$ cat config.mk
export PLATFORM = sky130hd
export DESIGN_NAME = instr_fetch_unit_flat
export DESIGN_NICKNAME = d
export VERILOG_FILES = /design/src/rtl/instr_fetch_unit_if.sv /design/src/rtl/instr_fetch_unit.sv /design/src/flat_wrapper.sv
export SDC_FILE = /design/constraint.sdc
export NUM_CORES = 1
export LEC_CHECK = 0
export ABC_AREA = 1
export CORE_MARGIN = 2
export CORE_UTILIZATION = 52
export DETAILED_ROUTE_END_ITERATION = 12
export HOLD_SLACK_MARGIN = 0.1
export PLACE_DENSITY = 0.86
export SLEW_MARGIN = 20
export SYNTH_ARGS = -nofsm -noshare
export SYNTH_HDL_FRONTEND = slang
export SYNTH_SLANG_ARGS = --single-unit
$ cat constraint.sdc
create_clock -name clk -period 5.2 [get_ports clk]
set_clock_uncertainty 0.2 [all_clocks]
set_input_delay 1.04 -clock clk [delete_from_list [all_inputs] [get_ports clk]]
set_output_delay 1.04 -clock clk [all_outputs]
set_load 0.005 [all_outputs]
$ cat src/rtl/instr_fetch_unit_if.sv
// Bundle of the fetch-stage buses: the instruction memory read port, the downstream
// redirect request and the valid/ready handshake towards field decode.
//   master : used by instr_fetch_unit (drives imem address/read and the decode outputs)
//   slave  : used by the environment (memory, decode, branch resolution)
interface instr_fetch_unit_if;
    logic [31:0] imemAddr;
    logic        imemRead;
    logic [31:0] imemData;
    logic        redirect;
    logic [31:0] redirectPc;
    logic        outValid;
    logic        outReady;
    logic [31:0] outInstr;
    logic [31:0] outPc;
    logic [31:0] outPcPlus4;

    modport master (
        output imemAddr, imemRead, outValid, outInstr, outPc, outPcPlus4,
        input  imemData, redirect, redirectPc, outReady
    );

    modport slave (
        input  imemAddr, imemRead, outValid, outInstr, outPc, outPcPlus4,
        output imemData, redirect, redirectPc, outReady
    );
endinterface

$ cat src/rtl/instr_fetch_unit.sv
// Instruction fetch stage: owns the PC, reads the instruction memory, buffers fetched words
// in a 2-entry queue and presents {instr, pc, pc+4} to decode over valid/ready.
// J-type jumps (opcode 2) are resolved here with no delay slot; other control-flow changes
// arrive as a downstream redirect, which flushes the queue.
// Ports:
//   clk   : system clock, rising edge
//   reset : synchronous, active-high
//   bus   : instr_fetch_unit_if.master (imem port, redirect, decode handshake)
module instr_fetch_unit #(
    parameter logic [31:0] RESET_PC = 32'd128
) (
    input logic                 clk,
    input logic                 reset,
    instr_fetch_unit_if.master  bus
);

    localparam logic [5:0] OpJ = 6'd2;

    logic [31:0] pc_q, pc_d;
    logic [31:0] instr_q [2];
    logic [31:0] epc_q [2];
    logic        rd_ptr_q, wr_ptr_q;
    logic [1:0]  count_q, count_d;

    logic        pop, push, space;
    logic [31:0] pc_plus4;

    always_comb begin
        pc_plus4     = pc_q + 32'd4;
        bus.imemAddr = pc_q;

        bus.outValid = (count_q != 2'd0) && !bus.redirect;
        pop          = bus.outValid && bus.outReady;
        space        = (count_q < 2'd2) || pop;
        // No fetch while reset is held, so the memory sees no read before the PC is valid.
        push         = !bus.redirect && space && !reset;
        bus.imemRead = push;

        if (count_q != 2'd0) begin
            bus.outInstr = instr_q[rd_ptr_q];
            bus.outPc    = epc_q[rd_ptr_q];
        end else begin
            bus.outInstr = 32'd0;
            bus.outPc    = 32'd0;
        end
        bus.outPcPlus4 = bus.outPc + 32'd4;

        pc_d = pc_q;
        if (push) begin
            if (bus.imemData[31:26] == OpJ) begin
                // Jump target stays in the 256 MB region of the delay-slot address.
                pc_d = {pc_plus4[31:28], bus.imemData[25:0], 2'b00};
            end else begin
                pc_d = pc_plus4;
            end
        end

        count_d = count_q;
        if (push && !pop) begin
            count_d = count_q + 2'd1;
        end else if (pop && !push) begin
            count_d = count_q - 2'd1;
        end
    end

    always_ff @(posedge clk) begin
        if (reset) begin
            pc_q     <= RESET_PC;
            count_q  <= 2'd0;
            rd_ptr_q <= 1'b0;
            wr_ptr_q <= 1'b0;
            for (int i = 0; i < 2; i++) begin
                instr_q[i] <= 32'd0;
                epc_q[i]   <= 32'd0;
            end
        end else if (bus.redirect) begin
            pc_q     <= {bus.redirectPc[31:2], 2'b00};
            count_q  <= 2'd0;
            rd_ptr_q <= 1'b0;
            wr_ptr_q <= 1'b0;
        end else begin
            pc_q    <= pc_d;
            count_q <= count_d;
            if (push) begin
                instr_q[wr_ptr_q] <= bus.imemData;
                epc_q[wr_ptr_q]   <= pc_q;
                wr_ptr_q          <= ~wr_ptr_q;
            end
            if (pop) begin
                rd_ptr_q <= ~rd_ptr_q;
            end
        end
    end

endmodule

$ cat src/flat_wrapper.sv
// flat-port wrapper written by rule: the top's interface ports become plain ports
module instr_fetch_unit_flat 
#(
    parameter logic [31:0] RESET_PC = 32'd128
)
  (clk, reset, bus_imemAddr, bus_imemRead, bus_outValid, bus_outInstr, bus_outPc, bus_outPcPlus4, bus_imemData, bus_redirect, bus_redirectPc, bus_outReady);
  instr_fetch_unit_if bus_i ();
  input logic clk;
  input logic reset;
  output wire logic [$bits(bus_i.imemAddr)-1:0] bus_imemAddr;
  output wire logic [$bits(bus_i.imemRead)-1:0] bus_imemRead;
  output wire logic [$bits(bus_i.outValid)-1:0] bus_outValid;
  output wire logic [$bits(bus_i.outInstr)-1:0] bus_outInstr;
  output wire logic [$bits(bus_i.outPc)-1:0] bus_outPc;
  output wire logic [$bits(bus_i.outPcPlus4)-1:0] bus_outPcPlus4;
  input wire logic [$bits(bus_i.imemData)-1:0] bus_imemData;
  input wire logic [$bits(bus_i.redirect)-1:0] bus_redirect;
  input wire logic [$bits(bus_i.redirectPc)-1:0] bus_redirectPc;
  input wire logic [$bits(bus_i.outReady)-1:0] bus_outReady;
  assign bus_imemAddr = bus_i.imemAddr;
  assign bus_imemRead = bus_i.imemRead;
  assign bus_outValid = bus_i.outValid;
  assign bus_outInstr = bus_i.outInstr;
  assign bus_outPc = bus_i.outPc;
  assign bus_outPcPlus4 = bus_i.outPcPlus4;
  assign bus_i.imemData = bus_imemData;
  assign bus_i.redirect = bus_redirect;
  assign bus_i.redirectPc = bus_redirectPc;
  assign bus_i.outReady = bus_outReady;
  instr_fetch_unit #(.RESET_PC(RESET_PC)) u_core (.clk(clk), .reset(reset), .bus(bus_i));
endmodule
==> impl_metrics.tcl, run 1 <==
set metrics [dict create \
    row_count 48 \
    synth_cell_types 28 \
    path_class "register to primary output" \
    period_minus_slack_ns 4.54 \
    ios 198 \
    cts_max_level 4 \
    arrival_ns 3.30 \
    rsz0062_at_grt "no" \
    synth_fp_nets 1314 \
    grt_pass1_vias 8361 \
    place.detailed.hpwl_um 20400 \
    totalWireLength_um 28700 \
    diodes 0 \
    final_area_sq_um 11900 \
    worstPathRequired_ns 3.96 \
    synth_top_cell_area_share_pct 41.4 \
    yosysWarnings 0 \
    hold_violations 0 \
    first_pass_iters 8 \
    setup_tns_ns 0 \
    ys_async_sr_fraction_pct 0 \
    die-area_sq_um 18900 \
    cp_max_fo 31 \
    final_common_cell "nand2_1" \
    postCtsSetupRepairBufs 0 \
    core_sq_um 17400 \
    antenna_found_initial 0 \
    cts_resized 0 \
    synth_top_cells_by_area "edfxtp_1, nand2_1, nor2_1" \
    layout-drive-gt1-share_pct 7.27 \
    cts.sinks 165 \
    synth_area_per_cell_sq_um 7.47 \
    drt_iter0_drc 1035 \
    io_buffers 195 \
    drv_cap 0 \
    synth_seq_cells 165 \
    grt_max_degree 66 \
    finalSetupViolCount 0 \
    min_path_type "register to register" \
    cts_tree "yes" \
    wire_per_inst_um 17.3 \
    viasPerCell 5.40 \
    clk_pin_slew_ns 0.07 \
    start_kind "register" \
    fmax_mhz 220 \
    n_fill_cell 1402 \
    endpoint_kind "primary output" \
    pwr_density_cell_nw_per_um2 269 \
    final_cell_mix "nand2_1, nor2_1, clkdlybuf4s50_1" \
    worst_slew_pin_slew_ns 0.794 \
    drc 0 \
    fp.dieH_um 138 \
    numCtsBuffers 17 \
    clock_latency_ns 0.45 \
    vdd_drop_max_mv 0.239 \
    area_delta_synth_final_pct 28.6 \
    yosysSeqAreaShare_pct 49.4 \
    postPlaceCellArea_sq_um 11400 \
    leakagePower_nw 4.88 \
    clockRootBuffer "clkbuf_16" \
    synth_area_leader_cell "edfxtp_1" \
    synthCells 1243 \
    grt_remaining_overflow 0 \
    nets 1489 \
    synth-edff-count 128 \
    min_period_over_period_pct 87.4 \
    clockBufferDepth 2 \
    grtUsageTotal_pct 30.5 \
    grt_pass1_wl_um 43500 \
    ant_nets 0 \
    fp.dieW_um 138 \
    outcome "finished clean" \
    hold_buffers 0 \
    final-max-slew-violation-count 0 \
    max_slew_margin_pct 46.9 \
    ys.flop_type "edfxtp_1" \
    place_congestion 1.02 \
    vias 8950 \
    start_util_pct 53.5 \
    syn_area_sq_um 9280 \
]
## registers in the layout (all words and copies together) (netlist names), named ones only
signal               flops
u_core.epc_q            64
u_core.instr_q          64
u_core.bus.imemAddr     32
u_core.count_q           2
u_core.rd_ptr_q          1
u_core.wr_ptr_q          1
## critical path, stage by stage, from the launching register on
cell	delay [ns]
dfxtp_2	0.40
inv_2	0.43
o21ai_4	0.16
inv_1	0.18
ha_1	0.24
inv_1	0.07
nor2_2	0.17
nand2_1	0.14
nor2_2	0.27
xor2_1	0.26
clkdlybuf4s50_1	0.54
## metal layers
metal / vias to the layer above / GRT usage (%) / share of wire, %
li1: 4293 / - / -
met1: 4060 / 39.9 / 39
met2: 526 / 50.1 / 48
met3: 71 / 4.78 / 9.2
met4: 0 / 13.7 / 3.8
met5: - / 0 / 0
## kinds of logic (layout without fill, tap and decap cells)
family | Yosys count | after routing | synth area share [%]
compound gates | 140 | 140 | 8.06
fa+ha+maj | 3 | 3 | 0.404
xor+xnor | 18 | 18 | 1.70
flops | 165 | 165 | 49.4
buf+inv | 195 | 383 | 8.79
simple gates | 722 | 722 | 31.7
## worst paths after layout
kind | start | cells past startpoint | to | slack (ns)
max | register | 10 | bus_outPcPlus4[10] | 0.66
min | u_core.wr_ptr_q$_SDFFE_PP0P_ | 2 | u_core.wr_ptr_q$_SDFFE_PP0P_ | 0.27
max reg2reg | u_core.count_q[1]$_SDFFE_PP0P_ | 7 | u_core.instr_q[0][8]$_SDFFCE_PN0P_ | 2.35
min reg2reg | u_core.wr_ptr_q$_SDFFE_PP0P_ | 2 | u_core.wr_ptr_q$_SDFFE_PP0P_ | 0.27
## synthesized netlist by cell type (6+ instances only)
master	number
nand2_1	378
nor2_1	226
inv_1	130
edfxtp_1	128
a21oi_1	87
nand3_1	66
dfxtp_1	37
o21ai_0	32
clkbuf_1	24
nor2_2	21
xor2_1	18
buf_2	16
nand2_2	15
inv_2	13
nand4_1	10
o21ai_1	7
buf_6	6
## layout make-up
cell class	count	area, sq um	area share (%)
Clock buffer	17	425	3.56
Clock inverter	15	166	1.39
Inverter	144	541	4.53
Multi-Input combinational cell	883	3890	32.6
Sequential cell	165	4590	38.4
Tap cell	225	282	2.36
Timing Repair Buffer	207	2050	17.2
## where the power goes
group	leakage [nW]	total (W)	internal (W)	switching, W
Sequential	1.65	0.00154	0.00149	0.0000427
Combinational	2.94	0.000405	0.000173	0.000232
Clock	0.288	0.00126	0.000679	0.000586
## per-stage QoR
step / hold slack (ns) / total power (W) / std cells / util [%] / setup WS, ns
2_1_floorplan: 0.245 / 0.00175 / 1243 / - / 1.16
3_3_place_gp: 0.257 / 0.00195 / 1624 / 65.4 / 1.17
3_5_place_dp: 0.264 / 0.00196 / 1624 / 65.4 / 1.16
4_1_cts: 0.276 / 0.00320 / 1656 / 68.8 / 0.686
5_1_grt: 0.321 / 0.00330 / 1656 / 68.8 / 0.450
6_report: 0.274 / 0.00321 / 1656 / 68.8 / 0.657
Note: power is estimated with default switching activity, not from simulation.
==> run 2, diff against run 1 <==
- CELL_PAD_IN_SITES_DETAIL_PLACEMENT: unset -> 0
- CELL_PAD_IN_SITES_GLOBAL_PLACEMENT: unset -> 2
- CORE_UTILIZATION: 52 -> 29
==> impl_metrics.tcl, run 2 (synthesis results as in run 1) <==
set metrics [dict create \
    outcome "finished clean" \
    hold_buffers 0 \
    drv_cap 0 \
    final_cells 1833 \
    period_minus_slack_ns 4.45 \
    rsz0062_at_grt "no" \
    hp-start "u_core.wr_ptr_q$_SDFFE_PP0P_" \
    p_int_w 0.00235 \
    clk_pin_slew_ns 0.07 \
    place_congestion 0.847 \
    switching_share_pct 26.6 \
    ant_nets 0 \
    cp_max_fo 31 \
    path_class "register to primary output" \
    clockRootBuffer "clkbuf_16" \
    die-area_sq_um 33500 \
    area_delta_synth_final_pct 31.1 \
    viasPerCell 4.63 \
    endpoint_kind "primary output" \
    antenna_found_initial 0 \
    arrival_ns 3.21 \
    start_util_pct 29.4 \
    grtUsageTotal_pct 18.3 \
    grt_remaining_overflow 0 \
    worstRegToRegCells 6 \
    clock_latency_ns 0.43 \
    ios 198 \
    cts_resized 0 \
    io_buffers 195 \
    n_fill_cell 3288 \
    min_path_type "register to register" \
    final_cell_mix "nand2_1, nor2_1, clkdlybuf4s50_1" \
    crit_chain "inv_2 -> o21ai_4 -> inv_1 -> ha_1 -> inv_1 -> nor2_2 -> nand2_1 -> nor2_2 -> nand2_1 -> xor2_1 -> clkdlybuf4s50_1" \
    first_pass_iters 7 \
    cp_num_buf_inv 4 \
    min_period_over_period_pct 85.5 \
    rrSetupSlack_ns 2.25 \
    pwr-share-clk_pct 39.4 \
    timing.rr.end "u_core.instr_q[0][20]$_SDFFCE_PN0P_" \
    setup_tns_ns 0 \
    slowest_delay_ns 0.51 \
    drt_iter0_drc 576 \
    vdd_drop_max_mv 0.215 \
    timing.final.ws_setup_ns 0.753 \
    worstPathRequired_ns 3.96 \
    totalWireLength_um 30100 \
    finalSetupViolCount 0 \
    preCtsSetupSlack_ns 0.892 \
    fmax_mhz 225 \
    r2r_start "u_core.count_q[1]$_SDFFE_PP0P_" \
    numCtsBuffers 17 \
    nets 1489 \
    whs_path_depth 2 \
    pwr_density_cell_nw_per_um2 263 \
    wire_per_inst_um 16.4 \
    final_common_cell "nand2_1" \
    cts_tree "yes" \
    min_to "u_core.wr_ptr_q$_SDFFE_PP0P_" \
    final-max-slew-violation-count 0 \
    slowest_stage "clkdlybuf4s50_1" \
    cts_max_level 4 \
    grt_pass1_vias 8253 \
    grt_pass1_wl_um 46800 \
    fp.dieW_um 183 \
    vias 8485 \
    power.share.sequential_pct 47.9 \
    row_count 65 \
    worst_slew_pin_slew_ns 0.794 \
    fp.dieH_um 183 \
    dp_cells 1801 \
    start_kind "register" \
    grt_max_degree 66 \
    clockBufferDepth 2 \
    hold_violations 0 \
    max_slew_margin_pct 46.9 \
    core_sq_um 31600 \
    postCtsSetupRepairBufs 0 \
    combinationalPowerShare_pct 12.7 \
    leakagePower_nw 4.87 \
    cts.sinks 165 \
    cp_top_family "buffers and inverters" \
    layout-drive-gt1-share_pct 7.20 \
    place.detailed.hpwl_um 22300 \
    diodes 0 \
    drc 0 \
    switchingPower_w 0.000852 \
]
==> run 2: area by class of cell <==
type | instances | area [sq um] | area share (%)
flip-flops and latches | 165 | 4590 | 37.7
clock inverters | 14 | 160 | 1.32
multi-input cells | 883 | 3890 | 32.0
inverters | 144 | 541 | 4.44
well taps | 402 | 503 | 4.13
clock buffers | 18 | 429 | 3.53
repair buffers | 207 | 2050 | 16.9
==> run 2: how the worst max path moves through the flow <==
stage,start,endpoint,slack (ns),depth (start not counted)
final,register,bus_outPcPlus4[18],0.75,11
after detailed placement,bus_outReady,bus_imemRead,0.89,4
after global placement,bus_outReady,bus_imemRead,0.91,4
after global routing,register,bus_outPcPlus4[18],0.46,13
after CTS,register,bus_outPcPlus4[18],0.69,11
after floorplan,bus_redirect,u_core.epc_q[0][0]$_SDFFCE_PN0P_,1.16,8
==> run 2: routing by layer <==
metal	track usage, %	wire (um)
met2	30.5	14400
met1	24.5	13600
met4	4.13	396
met5	0	0
met3	3.55	1780
==> run 2: through the flow <==
stage / utilization (%) / power (W) / hold slack [ns] / cell area [sq um]
2_1_floorplan: - / 0.00175 / 0.245 / 9280
6_report: 38.6 / 0.00320 / 0.273 / 12200
3_5_place_dp: 36.7 / 0.00197 / 0.264 / 11600
5_1_grt: 38.6 / 0.00333 / 0.304 / 12200
3_3_place_gp: 36.7 / 0.00197 / 0.258 / 11600
4_1_cts: 38.6 / 0.00324 / 0.275 / 12200
==> run 2: power by group through the flow <==
stage / sequential, W / clock [W] / combinational, W
after floorplan: 0.00155 / 0 / 0.000194
after global placement: 0.00156 / 0 / 0.000407
after detailed placement: 0.00156 / 0 / 0.000410
after CTS: 0.00153 / 0.00129 / 0.000413
after global routing: 0.00154 / 0.00134 / 0.000450
final: 0.00153 / 0.00126 / 0.000406
==> run 2: worst register-to-register path, cell delays in order (launching register included) <==
cell     delay (ns)
dfxtp_1        0.38
inv_1          0.11
o21ai_4        0.61
inv_2          0.34
nand2_2        0.16
nand2_2        0.45
buf_12         0.40
